===== config.mk =====
export PLATFORM = sky130hd
export DESIGN_NAME = seq_restoring_divider_flat
export DESIGN_NICKNAME = d
export VERILOG_FILES = /design/src/rtl/divmul_pkg.sv /design/src/rtl/seq_restoring_divider_if.sv /design/src/rtl/seq_restoring_divider_div_step.sv /design/src/rtl/seq_restoring_divider.sv /design/src/flat_wrapper.sv
export SDC_FILE = /design/constraint.sdc
export NUM_CORES = 1
export LEC_CHECK = 0
export CELL_PAD_IN_SITES_DETAIL_PLACEMENT = 0
export CELL_PAD_IN_SITES_GLOBAL_PLACEMENT = 1
export CORE_MARGIN = 3
export CORE_UTILIZATION = 44
export DETAILED_ROUTE_END_ITERATION = 8
export PLACE_DENSITY_LB_ADDON = 0.1
export SYNTH_ARGS = -nofsm -noshare
export SYNTH_HDL_FRONTEND = slang
export SYNTH_HIERARCHICAL = 1
export SYNTH_SLANG_ARGS = --single-unit

===== constraint.sdc =====
create_clock -name clk -period 4 [get_ports clk]
set_input_delay 0.6 -clock clk [delete_from_list [all_inputs] [get_ports clk]]
set_output_delay 0.6 -clock clk [all_outputs]
set_load 0.01 [all_outputs]

===== src/rtl/divmul_pkg.sv =====
// Shared types and constants for the multiply/divide datapath.
package divmul_pkg;

   localparam int unsigned DEFAULT_WIDTH = 4;

   typedef enum logic [1:0] {
      IDLE = 2'd0,
      CALC = 2'd1,
      DONE = 2'd2
   } state_t;

   // Quotient reported for a zero divisor (all ones at the default width)
   localparam logic [2*DEFAULT_WIDTH-1:0] DIV_ZERO_QUOTIENT = '1;

endpackage


===== src/rtl/seq_restoring_divider_if.sv =====
// Request/response handshake bundle for the sequential restoring divider.
interface seq_restoring_divider_if #(
   parameter int unsigned WIDTH = divmul_pkg::DEFAULT_WIDTH
);
   logic               in_valid;
   logic               in_ready;
   logic [2*WIDTH-1:0] dividend;
   logic [WIDTH-1:0]   divisor;
   logic               out_valid;
   logic               out_ready;
   logic [2*WIDTH-1:0] quotient;
   logic [WIDTH-1:0]   remainder;
   logic               div_by_zero;

   modport master (
      output in_valid, dividend, divisor, out_ready,
      input  in_ready, out_valid, quotient, remainder, div_by_zero
   );

   modport slave (
      input  in_valid, dividend, divisor, out_ready,
      output in_ready, out_valid, quotient, remainder, div_by_zero
   );
endinterface


===== src/rtl/seq_restoring_divider_div_step.sv =====
// One combinational restoring-division iteration: shift in a dividend bit, trial-subtract.
module div_step #(
   parameter int unsigned WIDTH = divmul_pkg::DEFAULT_WIDTH
) (
   input  logic [WIDTH-1:0] rem,
   input  logic             dvd_bit,
   input  logic [WIDTH-1:0] divisor,
   output logic [WIDTH-1:0] rem_next,
   output logic             q_bit
);

   localparam int unsigned TW = WIDTH + 1;

   logic [TW-1:0] trial;
   logic [TW-1:0] diff;

   // A restored remainder is always below divisor, so it fits back into WIDTH bits
   always_comb begin
      trial    = {rem, dvd_bit};
      diff     = trial - {1'b0, divisor};
      q_bit    = (trial >= {1'b0, divisor});
      rem_next = q_bit ? WIDTH'(diff) : WIDTH'(trial);
   end

endmodule


===== src/rtl/seq_restoring_divider.sv =====
// Multi-cycle unsigned restoring divider, one quotient bit per clock.
// Optional DIV_EARLY_EXIT_EN: skip iteration when dividend < divisor.
module seq_restoring_divider
   import divmul_pkg::*;
#(
   parameter int unsigned WIDTH = DEFAULT_WIDTH
) (
   input logic                    clk,
   input logic                    rst_n,
   seq_restoring_divider_if.slave bus
);

   localparam int unsigned DW    = 2 * WIDTH;
   localparam int unsigned CNT_W = $clog2(2 * WIDTH + 1);

   state_t            state_q;
   logic [DW-1:0]     dvd_q;
   logic [WIDTH-1:0]  dvs_q;
   logic [WIDTH-1:0]  rem_q;
   logic [CNT_W-1:0]  cnt_q;
   logic              in_ready_q;
   logic              out_valid_q;
   logic [DW-1:0]     quotient_q;
   logic [WIDTH-1:0]  remainder_q;
   logic              div_by_zero_q;

   logic [WIDTH-1:0]  step_rem;
   logic              step_q;

   div_step #(.WIDTH(WIDTH)) u_step (
      .rem      (rem_q),
      .dvd_bit  (dvd_q[DW-1]),
      .divisor  (dvs_q),
      .rem_next (step_rem),
      .q_bit    (step_q)
   );

   // Control and datapath; quotient bits fill the dividend register from the LSB
   always_ff @(posedge clk or negedge rst_n) begin
      if (!rst_n) begin
         state_q       <= IDLE;
         dvd_q         <= '0;
         dvs_q         <= '0;
         rem_q         <= '0;
         cnt_q         <= '0;
         in_ready_q    <= 1'b1;
         out_valid_q   <= 1'b0;
         quotient_q    <= '0;
         remainder_q   <= '0;
         div_by_zero_q <= 1'b0;
      end else begin
         unique case (state_q)
            IDLE: begin
               if (bus.in_valid) begin
                  dvd_q      <= bus.dividend;
                  dvs_q      <= bus.divisor;
                  rem_q      <= '0;
                  cnt_q      <= CNT_W'(DW);
                  in_ready_q <= 1'b0;
                  if (bus.divisor == '0) begin
                     state_q       <= DONE;
                     out_valid_q   <= 1'b1;
                     quotient_q    <= {DW{DIV_ZERO_QUOTIENT[0]}};
                     remainder_q   <= '0;
                     div_by_zero_q <= 1'b1;
                  end
`ifdef DIV_EARLY_EXIT_EN
                  else if (bus.dividend < {{WIDTH{1'b0}}, bus.divisor}) begin
                     state_q       <= DONE;
                     out_valid_q   <= 1'b1;
                     quotient_q    <= '0;
                     remainder_q   <= bus.dividend[WIDTH-1:0];
                     div_by_zero_q <= 1'b0;
                  end
`endif
                  else begin
                     state_q       <= CALC;
                     div_by_zero_q <= 1'b0;
                  end
               end
            end

            CALC: begin
               rem_q <= step_rem;
               dvd_q <= {dvd_q[DW-2:0], step_q};
               cnt_q <= cnt_q - CNT_W'(1);
               if (cnt_q == CNT_W'(1)) begin
                  state_q     <= DONE;
                  out_valid_q <= 1'b1;
                  quotient_q  <= {dvd_q[DW-2:0], step_q};
                  remainder_q <= step_rem;
               end
            end

            DONE: begin
               if (bus.out_ready) begin
                  state_q     <= IDLE;
                  out_valid_q <= 1'b0;
                  in_ready_q  <= 1'b1;
               end
            end

            default: begin
               state_q     <= IDLE;
               out_valid_q <= 1'b0;
               in_ready_q  <= 1'b1;
            end
         endcase
      end
   end

   assign bus.in_ready    = in_ready_q;
   assign bus.out_valid   = out_valid_q;
   assign bus.quotient    = quotient_q;
   assign bus.remainder   = remainder_q;
   assign bus.div_by_zero = div_by_zero_q;

endmodule


===== src/flat_wrapper.sv =====
// flat-port wrapper written by rule: the top's interface ports become plain ports
module seq_restoring_divider_flat import divmul_pkg::*;
#(
   parameter int unsigned WIDTH = DEFAULT_WIDTH
)
  (clk, rst_n, bus_in_valid, bus_dividend, bus_divisor, bus_out_ready, bus_in_ready, bus_out_valid, bus_quotient, bus_remainder, bus_div_by_zero);
  seq_restoring_divider_if #(.WIDTH(WIDTH)) bus_i ();
  input logic clk;
  input logic rst_n;
  input wire logic [$bits(bus_i.in_valid)-1:0] bus_in_valid;
  input wire logic [$bits(bus_i.dividend)-1:0] bus_dividend;
  input wire logic [$bits(bus_i.divisor)-1:0] bus_divisor;
  input wire logic [$bits(bus_i.out_ready)-1:0] bus_out_ready;
  output wire logic [$bits(bus_i.in_ready)-1:0] bus_in_ready;
  output wire logic [$bits(bus_i.out_valid)-1:0] bus_out_valid;
  output wire logic [$bits(bus_i.quotient)-1:0] bus_quotient;
  output wire logic [$bits(bus_i.remainder)-1:0] bus_remainder;
  output wire logic [$bits(bus_i.div_by_zero)-1:0] bus_div_by_zero;
  assign bus_i.in_valid = bus_in_valid;
  assign bus_i.dividend = bus_dividend;
  assign bus_i.divisor = bus_divisor;
  assign bus_i.out_ready = bus_out_ready;
  assign bus_in_ready = bus_i.in_ready;
  assign bus_out_valid = bus_i.out_valid;
  assign bus_quotient = bus_i.quotient;
  assign bus_remainder = bus_i.remainder;
  assign bus_div_by_zero = bus_i.div_by_zero;
  seq_restoring_divider #(.WIDTH(WIDTH)) u_core (.clk(clk), .rst_n(rst_n), .bus(bus_i));
endmodule

==> results.json <==
{
  "synthToLayoutAreaGrowth_pct": 21.71,
  "drtPass1Iterations": 4,
  "grt_pass1_wl_microns": 6127,
  "peakVddDrop_v": 0.0003731,
  "hold_class": "reg2reg",
  "initialDrtViolationCount": 37,
  "wire_per_inst_microns": 13.19,
  "cts_buffers": 5,
  "first_global_vias": 1359,
  "reg2reg_setup_slack_ps": 1700,
  "yosys_warnings": 6,
  "cp-end-kind": "flop",
  "dr_total_vias": 1348,
  "place_congestion": 0.8109,
  "rsz0062_at_grt": "no",
  "period_share_pct": 65.23,
  "hold_viol": 0,
  "num-nets-final": 237,
  "drv_slew": 0,
  "core-area_sq_um": 4029,
  "cts_num_sinks": 37,
  "setup_violations": 0,
  "synth-simple-area-share_pct": 18.88,
  "drive_above_1_share_pct": 11.63,
  "final_area_sq_um": 2266,
  "grt_use_total_pct": 15.25,
  "cp_slowest_cell": "or3b_1",
  "fp.dieH_microns": 71.05,
  "start_util_pct": 46.21,
  "ios": 31,
  "slew_headroom_pct": 46.25,
  "slowest_delay_ps": 640,
  "dp_hpwl_microns": 2512,
  "cts-hold-fix-buffers": 0,
  "synth.cell_area_sq_um": 1862,
  "cts.clk_slew.worst_paths_ps": 70,
  "p_per_area_nw_per_um2": 827.5,
  "postSynthAreaPerCell_sq_um": 10.17,
  "io_buffers": 30,
  "h-tree-depth": 2,
  "grt_overflow_total": 0,
  "cts_setup_buffers": 0,
  "final_common_cell": "dfrtp_1",
  "tns_ps": 0,
  "maxCapViolations": 0,
  "cp_max_fo": 17,
  "synth-xor-area-share_pct": 0.9409,
  "yosys_register_bits": 37,
  "cts_tree": "yes",
  "startpoint_type": "primary input",
  "synth_adder_area_share_pct": 5.108,
  "clock_latency_ps": 280,
  "path_class": "in2reg",
  "rows": 23,
  "power_leakage_nw": 1.062,
  "status": "finished, final reports clean",
  "synth_cell_types": 42,
  "critical_path.cell_chain": "clkdlybuf4s50_1 > or3b_1 > o22ai_4 > mux2_2",
  "dieArea_sq_um": 5048,
  "root_buffer": "clkbuf_8",
  "worstPathRequired_ps": 4170,
  "drcViolationCount": 0,
  "diodes": 0,
  "syn-num-nets": 206,
  "tightest_slew_ps": 806.3,
  "wl_microns": 3496,
  "synthesis.instances": 183,
  "max_freq_ghz": 0.3833,
  "synth_compound_area_share_pct": 10.42,
  "synth_top_family_by_area": "simple AND/OR/NAND/NOR gates",
  "via_per_inst": 5.087,
  "layout_common_cells": "36 x dfrtp_1, 30 x clkdlybuf4s50_1, 30 x nand2_1",
  "placed_cell_area_sq_um": 2183,
  "p_total_mw": 1.875,
  "ant_nets": 0,
  "period_needed_ps": 2609,
  "clockBufferDepth": 2,
  "pre_cts_slack_ps": 1078,
  "synth_mux_area_share_pct": 8.602,
  "die_x_microns": 71.05,
  "holdWs_ps": 490.0,
  "cp.arrival_ps": 2780,
  "fin_ws_ps": 1391,
  "fin_skew_ps": 3.973,
  "cts_resized": 0,
  "grt_start_max_net_pins": 38,
  "antenna_found_initial": 0,
  "yosysSeqAreaShare_pct": 49.80
}
==> cell families after synthesis <==
group	Yosys count
xor gates and xnor gates	2
and+or+nand+nor	72
muxes	15
DFF	37
adders and majority gates	7
buffers and inverters	24
AOI/OAI and AO/OA	26
==> cell usage after synthesis (all sizes together) <==
master  count  area, sq um
ha          6        75.07
nor2       17        73.82
xnor2       1        8.760
a22o        1        8.760
a21oi       4        31.28
nand2      31        118.9
clkbuf      5        18.77
fa          1        20.02
mux2        5        60.05
a31oi       8        50.05
dfstp       1        26.28
nand4       1        6.260
nor3b       2        15.01
or3b        2        17.52
mux2i      10        100.1
a221o       1        10.01
or2         2        12.51
o21bai      1        7.510
a21boi      1        7.510
or4         1        11.26
nand3b      1        7.510
or3         2        12.51
o22ai       1        20.02
dfrtp      36        900.9
nand2b      3        18.77
and2        5        31.28
o21ai       5        28.78
xor2        1        8.760
a21o        4        30.03
nor2b       1        6.260
inv        16        60.06
nor3        2        10.01
nand3       2        10.01
buf         3        37.53
==> worst paths after layout <==
path | depth (start not counted) | from | endpoint
min | 2 | u_core/dvs_q[2] | u_core/dvs_q[2]
min reg2reg | 2 | u_core/dvs_q[2] | u_core/dvs_q[2]
min in group asynchronous | 2 | rst_n | u_core/dvs_q[3]
max | 4 | bus_in_valid | u_core/bus.remainder[0]
max reg2reg | 3 | u_core/state_q[0] | u_core/bus.remainder[0]
max in group asynchronous | 2 | rst_n | u_core/bus.in_ready
==> where the power goes <==
part           internal, mW  total [mW]  switching, mW
combinational         0.469       0.963          0.494
sequential            0.549       0.664          0.115
clock                 0.121       0.247          0.127
==> critical path, delay by kind of cell <==
family | cells | cell delay [ps]
and+or+nand+nor | 1 | 640
AOI/OAI and AO/OA | 1 | 610
buffers and inverters | 1 | 520
muxes | 1 | 400
==> layer usage <==
layer  GRT usage (%)  wire length (microns)  share of wire, %
met1           21.79                   1747                50
met4           5.219                     42               1.2
met3           4.261                    171               4.9
met5               0                      0                 0
met2           22.35                   1535                44
==> sequential cells by signal, summed over array words and instances, names as in the netlist <==
register                count
u_core/bus.quotient         8
u_core/dvd_q                8
u_core/bus.remainder        4
u_core/cnt_q                4
u_core/dvs_q                4
u_core/rem_q                4
u_core/state_q              2
u_core/bus.div_by_zero      1
u_core/bus.in_ready         1
u_core/bus.out_valid        1
==> cell type report <==
| type | instances | area, sq um |
|---|---|---|
| inverters | 16 | 60.06 |
| repair buffers | 32 | 315.3 |
| multi-input cells | 122 | 818.3 |
| flip-flops and latches | 37 | 927.1 |
| clock inverters | 2 | 10.01 |
| well taps | 50 | 62.56 |
| fillers | 372 | 1763 |
| clock buffers | 6 | 72.57 |
==> stage by stage <==
stage | cells | util (%)
detailed placement | 257 | 54.19
global route | 265 | 56.24
finish | 265 | 56.24
floorplan | 183 | -
global placement | 257 | 54.19
CTS | 265 | 56.24
(Power assumes the default switching activity.)
